===== src/rtl/mmio_led_pwm.sv =====
// rtl/mmio_led_pwm.sv - memory-mapped multi-channel LED controller with static/PWM modes (optional MMIO_LED_PWM_POLARITY_EN)
module mmio_led_pwm #(
  parameter logic [31:0] BASE_ADDR  = 32'hFFFF_0000,
  parameter int          NUM_CH     = 8,
  parameter int          PWM_BITS   = 8,
  parameter int          PRESC_BITS = 16
) (
  input  logic              clk,
  input  logic              rst_n,
  input  logic [31:0]       addr,
  input  logic [31:0]       wdata,
  input  logic              we,
  input  logic [3:0]        strobe,
  output logic [31:0]       rdata,
  output logic              hit,
  output logic [NUM_CH-1:0] led
);

  localparam logic [PWM_BITS-1:0] PWM_MAX = '1;

  logic [5:0]            word;
  logic                  wr;
  logic                  presc_wr;
  logic                  tick;
  logic                  boundary;
  logic [31:0]           bmask;
  logic                  unused_addr;

  logic [NUM_CH-1:0]     out_reg, out_nx;
  logic [NUM_CH-1:0]     mode_reg, mode_nx;
  logic [PRESC_BITS-1:0] presc_reg, presc_nx;
  logic [NUM_CH-1:0]     pol_val;
  logic [PWM_BITS-1:0]   duty_sh  [NUM_CH];
  logic [PWM_BITS-1:0]   duty_nx  [NUM_CH];
  logic [PWM_BITS-1:0]   duty_act [NUM_CH];
  logic [PRESC_BITS-1:0] presc_cnt;
  logic [PWM_BITS-1:0]   pwm_cnt;
  logic [NUM_CH-1:0]     pwm_on;

  // Byte-lane merge of a zero-extended register image with the bus write data.
  function automatic logic [31:0] merge(input logic [31:0] old, input logic [31:0] d,
                                        input logic [31:0] m);
    return (old & ~m) | (d & m);
  endfunction

  assign hit         = (addr[31:8] == BASE_ADDR[31:8]);
  assign word        = addr[7:2];
  assign wr          = we && hit;
  assign presc_wr    = wr && (word == 6'd2);
  assign bmask       = {{8{strobe[3]}}, {8{strobe[2]}}, {8{strobe[1]}}, {8{strobe[0]}}};
  assign tick        = (presc_cnt == presc_reg);
  assign boundary    = tick && (pwm_cnt == PWM_MAX);
  assign unused_addr = ^addr[1:0];

  // Post-write register values, honouring byte strobes.
  always_comb begin
    logic [31:0] tmp;
    tmp      = merge(32'(out_reg), wdata, bmask);
    out_nx   = (wr && word == 6'd0) ? tmp[NUM_CH-1:0] : out_reg;
    tmp      = merge(32'(mode_reg), wdata, bmask);
    mode_nx  = (wr && word == 6'd1) ? tmp[NUM_CH-1:0] : mode_reg;
    tmp      = merge(32'(presc_reg), wdata, bmask);
    presc_nx = presc_wr ? tmp[PRESC_BITS-1:0] : presc_reg;
    for (int i = 0; i < NUM_CH; i++) begin
      tmp        = merge(32'(duty_sh[i]), wdata, bmask);
      duty_nx[i] = (wr && word == 6'(i + 4)) ? tmp[PWM_BITS-1:0] : duty_sh[i];
    end
  end

  // Control and duty shadow registers.
  always_ff @(posedge clk or negedge rst_n) begin
    if (!rst_n) begin
      out_reg   <= '0;
      mode_reg  <= '0;
      presc_reg <= '0;
      for (int i = 0; i < NUM_CH; i++) duty_sh[i] <= '0;
    end else begin
      out_reg   <= out_nx;
      mode_reg  <= mode_nx;
      presc_reg <= presc_nx;
      for (int i = 0; i < NUM_CH; i++) duty_sh[i] <= duty_nx[i];
    end
  end

`ifdef MMIO_LED_PWM_POLARITY_EN
  logic [NUM_CH-1:0] pol_reg;
  logic [31:0]       pol_m;
  assign pol_m   = merge(32'(pol_reg), wdata, bmask);
  assign pol_val = pol_reg;

  // Output polarity register for active-low boards.
  always_ff @(posedge clk or negedge rst_n) begin
    if (!rst_n)                    pol_reg <= '0;
    else if (wr && word == 6'd3)   pol_reg <= pol_m[NUM_CH-1:0];
  end
`else
  assign pol_val = '0;
`endif

  // Prescaler and PWM counter; a PRESC store restarts both.
  always_ff @(posedge clk or negedge rst_n) begin
    if (!rst_n) begin
      presc_cnt <= '0;
      pwm_cnt   <= '0;
    end else if (presc_wr) begin
      presc_cnt <= '0;
      pwm_cnt   <= '0;
    end else if (tick) begin
      presc_cnt <= '0;
      pwm_cnt   <= pwm_cnt + 1'b1;
    end else begin
      presc_cnt <= presc_cnt + 1'b1;
    end
  end

  // Active duty: resync takes post-write shadows, a period boundary takes the old shadows.
  always_ff @(posedge clk or negedge rst_n) begin
    if (!rst_n) begin
      for (int i = 0; i < NUM_CH; i++) duty_act[i] <= '0;
    end else if (presc_wr) begin
      for (int i = 0; i < NUM_CH; i++) duty_act[i] <= duty_nx[i];
    end else if (boundary) begin
      for (int i = 0; i < NUM_CH; i++) duty_act[i] <= duty_sh[i];
    end
  end

  // PWM compare; full-scale duty stays on through the wrap count.
  always_comb begin
    pwm_on = '0;
    for (int i = 0; i < NUM_CH; i++)
      pwm_on[i] = (duty_act[i] == PWM_MAX) || (pwm_cnt < duty_act[i]);
  end

  // Registered LED drive.
  always_ff @(posedge clk or negedge rst_n) begin
    if (!rst_n) led <= '0;
`ifdef MMIO_LED_PWM_POLARITY_EN
    else        led <= pol_val ^ ((mode_reg & pwm_on) | (~mode_reg & out_reg));
`else
    else        led <= (mode_reg & pwm_on) | (~mode_reg & out_reg);
`endif
  end

  // Read mux; zero outside the window and at unmapped offsets.
  always_comb begin
    rdata = '0;
    if (hit) begin
      case (word)
        6'd0:    rdata[NUM_CH-1:0]     = out_reg;
        6'd1:    rdata[NUM_CH-1:0]     = mode_reg;
        6'd2:    rdata[PRESC_BITS-1:0] = presc_reg;
        6'd3:    rdata[NUM_CH-1:0]     = pol_val;
        default: begin
          for (int i = 0; i < NUM_CH; i++)
            if (word == 6'(i + 4)) rdata[PWM_BITS-1:0] = duty_sh[i];
        end
      endcase
    end
  end

endmodule


===== config.mk =====
export PLATFORM = sky130hd
export DESIGN_NAME = mmio_led_pwm
export DESIGN_NICKNAME = d
export VERILOG_FILES = /design/src/rtl/mmio_led_pwm.sv
export SDC_FILE = /design/constraint.sdc
export NUM_CORES = 1
export LEC_CHECK = 0
export CELL_PAD_IN_SITES_DETAIL_PLACEMENT = 2
export CELL_PAD_IN_SITES_GLOBAL_PLACEMENT = 2
export CORE_UTILIZATION = 35
export CTS_CLUSTER_DIAMETER = 80
export DETAILED_ROUTE_END_ITERATION = 10
export PLACE_DENSITY_LB_ADDON = 0.1
export RECOVER_POWER = 50
export SYNTH_ARGS = -nofsm -noshare
export SYNTH_HDL_FRONTEND = slang
export SYNTH_SLANG_ARGS = --single-unit

===== constraint.sdc =====
create_clock -name clk -period 2.1 [get_ports clk]
set_clock_uncertainty 0.05 [all_clocks]
set_input_delay 0.21 -clock clk [delete_from_list [all_inputs] [get_ports clk]]
set_output_delay 0.21 -clock clk [all_outputs]
set_load 0.05 [all_outputs]

==> impl_metrics.ini <==
[detailed_routing]
drc = 0
dr_total_vias = 7957
drtAntennaViolNets = 0
drtIter0Drc = 424
wl_per_cell_um = 27.5
wl_um = 40000
firstDrtPassIters = 4
vias_per_cell = 5.46

[synthesis]
synth_top_area_share = 0.474
synth_top_cell_by_area = dfrtp_1
yosysWarnings = 0
post_synth.cell_area_avg_um2 = 11.7
synth-edff-count = 0
dominantRegCellSynth = dfrtp_1
synthCells = 863
synth_seq_cells = 192
yosysUniqueCellTypes = 44
synth-seq-area-share = 0.474
synthesis.area_um2 = 10100
ys_top_cells_by_area = dfrtp_1, mux2_2, ha_1, inv_1, xor2_1
ys_async_sr_fraction = 1.00

[setup_path]
critPathKind = reg2reg
regToRegEndpoint = duty_act[34]$_DFFE_PN0P_
arrival_ns = 2.71
startpoint = presc_cnt[3]$_DFF_PN0_
crit_fanout = 6
cp-start-kind = flip-flop
critPathCapture = duty_act[34]$_DFFE_PN0P_
r2r_slack_ns = -0.34
rr_worst_depth = 9
r2r_start = presc_cnt[3]$_DFF_PN0_
cp_data_required_time_ns = 2.37
end_kind = flip-flop

[layout]
final_area_um2 = 14000
drive_gt1_frac = 0.401
fin_util = 0.496
fill_cells = 2692
syn2layout_area_growth_pct = 37.8
insertedDiodeCount = 0
nets = 1197

[sta]
fin_ws_ns = -0.342
max_clock_freq_mhz = 410
post-route-min-period_ns = 2.44
setup_violations = 85
tightest_slew_ns = 1.68
slew_violations = 60
final.setup.tns_ns = -23.01
slew_headroom = -0.122
timing.final.crit_share = 1.16
hold_viol = 0
rsz0062_at_grt = true

[floorplan]
core_area_um2 = 28200
die_y_um = 172
start_util = 0.360
die_w_um = 172
die_area_um2 = 29600
ios = 112
rows = 61

[global_routing]
grt_pass1_vias = 9002
grt-ovfl-total = 0
grt_max_degree = 61
grtUsageTotal = 0.261
grt_pass1_wl_um = 55500
antenna_found_initial = 1

[power]
p_comb_frac = 0.065
p_sw_uw = 1870
pwr-share-clk = 0.457
power.density_nw_per_um2 = 554
power.internal_uw = 5860
p_leak_uw = 0.00650
swShare = 0.242
irDropWorstVdd_mv = 0.543
seqPwrFrac = 0.478

[cts]
h-tree-depth = 4
cts_tree = done
cts.sinks = 192
clockBufferDepth = 2
clk_pin_slew_worst_paths_ns = 0.08
cts_buffers = 17
cts_root_buf = clkbuf_16
clk_latency_ns = 0.45

[placement]
gp_congestion = 0.804
io_buffers = 75
hpwl_um = 25600
dpl-instance-area_um2 = 12300

[status]
failed_checks = max-capacitance violations, max-slew violations, negative setup slack
status = complete, but fails checks

[job]
cap_violations = 1

[hold_path]
hold_class = in2reg
==> kinds of logic (layout without fill, tap and decap cells) <==
group | after synthesis | count (layout) | synth area share
AO/OA/AOI/OAI | 117 | 117 | 0.0735
other | 1 | 16 | 0.000370
buffers and inverters | 117 | 317 | 0.0551
adder cells (fa/ha/maj) | 58 | 58 | 0.0716
multiplexers | 177 | 177 | 0.205
flip-flops | 192 | 192 | 0.474
AND/OR/NAND/NOR | 170 | 170 | 0.0939
XOR/XNOR | 31 | 31 | 0.0268
==> metal layers <==
layer / part of all wire / global-route usage / wire length (um)
met1: 0.43 / 0.329 / 17400
met2: 0.51 / 0.468 / 20400
met3: 0.034 / 0.0334 / 1380
met4: 0.022 / 0.0669 / 885
met5: 0 / 0 / 0
==> worst min path at each step <==
stage / startpoint / to / slack, ns / cells after the start
after floorplan: rst_n / asynchronous set/reset pin / -0.14 / 0
after global placement: rst_n / duty_act[1]$_DFFE_PN0P_ / 0.19 / 1
after detailed placement: rst_n / led[7]$_DFF_PN0_ / 0.20 / 1
after CTS: rst_n / duty_act[0]$_DFFE_PN0P_ / 0.31 / 2
after global routing: wdata[10] / flip-flop / 0.34 / 2
final: wdata[10] / flip-flop / 0.34 / 2
==> cells in the final DEF, fill, tap and decap left out, types with 5 or more instances in the layout <==
| master | count |
|---|---|
| buf_6 | 16 |
| o211ai_1 | 24 |
| buf_4 | 109 |
| xor2_1 | 25 |
| clkdlybuf4s50_1 | 27 |
| dfrtp_1 | 190 |
| o21ai_0 | 20 |
| mux2_2 | 103 |
| mux2_4 | 57 |
| buf_12 | 26 |
| nand3_1 | 14 |
| nand2_2 | 6 |
| a31oi_4 | 8 |
| conb_1 | 16 |
| and3_4 | 9 |
| a22oi_1 | 8 |
| a21oi_1 | 32 |
| ha_1 | 58 |
| nor2_1 | 30 |
| nand2b_1 | 8 |
| nor3_1 | 8 |
| mux2i_1 | 8 |
| nand4_1 | 25 |
| o31ai_1 | 5 |
| a21o_1 | 8 |
| and3_1 | 11 |
| clkbuf_16 | 23 |
| mux4_2 | 8 |
| dlymetal6s2s_1 | 12 |
| a22oi_2 | 8 |
| inv_1 | 67 |
| nand2_1 | 19 |
| dlygate4sd2_1 | 10 |
==> cell usage after synthesis, types with 4 or more instances <==
master / instances
dfrtp_1: 192
nand2_1: 21
a21oi_1: 35
mux4_2: 8
and3_1: 20
nor4_1: 6
a21o_1: 8
nand4_1: 25
mux2_2: 155
xor2_1: 27
xnor2_1: 4
and2_1: 5
nand2_2: 5
nand2b_1: 10
mux2_1: 5
mux2i_1: 9
o211ai_1: 24
ha_1: 58
clkbuf_1: 20
nor3_1: 10
a22oi_1: 16
and4_1: 4
inv_1: 67
buf_6: 6
o21ai_0: 20
buf_4: 19
a31oi_1: 8
o31ai_1: 5
or4_1: 6
nand3_1: 14
nor2_1: 32
==> power by group through the flow <==
stage          clock [uW]  combinational (uW)  sequential (uW)
3_3_place_gp            0                 456             3770
2_1_floorplan           0                 173             3780
4_1_cts              3550                 499             3700
3_5_place_dp            0                 475             3770
5_1_grt              3700                 528             3700
6_report             3530                 499             3700
==> area by class of cell <==
cell class | count | area, um^2 | area share
Clock buffer | 17 | 425 | 0.0305
Sequential cell | 192 | 4810 | 0.344
Multi-Input combinational cell | 569 | 5430 | 0.389
Inverter | 67 | 251 | 0.0180
Tap cell | 378 | 473 | 0.0339
Clock inverter | 12 | 184 | 0.0132
Timing Repair Buffer | 221 | 2380 | 0.171
==> through the flow <==
step / power, uW / worst slack, ns / hold WS [ns] / cells
finish: 7730 / -0.342 / 0.336 / 1456
CTS: 7740 / -0.312 / 0.310 / 1429
global placement: 4230 / -0.559 / 0.192 / 1380
detailed placement: 4240 / -0.627 / 0.202 / 1380
global route: 7920 / -0.392 / 0.343 / 1456
floorplan: 3950 / -0.171 / -0.136 / 878
==> repair_timing <==
| item | CTS | global route |
|---|---|---|
| endpoints found under the hold margin | 56 | 0 |
| resized for setup | 82 | 110 |
| setup buffers | 17 | 20 |
| pin swaps | 18 | 36 |
| cloned | 4 | 8 |
| endpoints found under the setup margin | 174 | 108 |
| hold buffers | 1 | 0 |
==> critical path, cell delays in order, from the launching register on <==
cell	delay, ns
dfrtp_2	0.45
xor2_2	0.19
nor4_2	0.29
nand4_1	0.15
buf_4	0.18
o31ai_4	0.17
buf_4	0.15
buf_12	0.15
clkbuf_16	0.18
mux2_4	0.31
(Power assumes the default switching activity.)
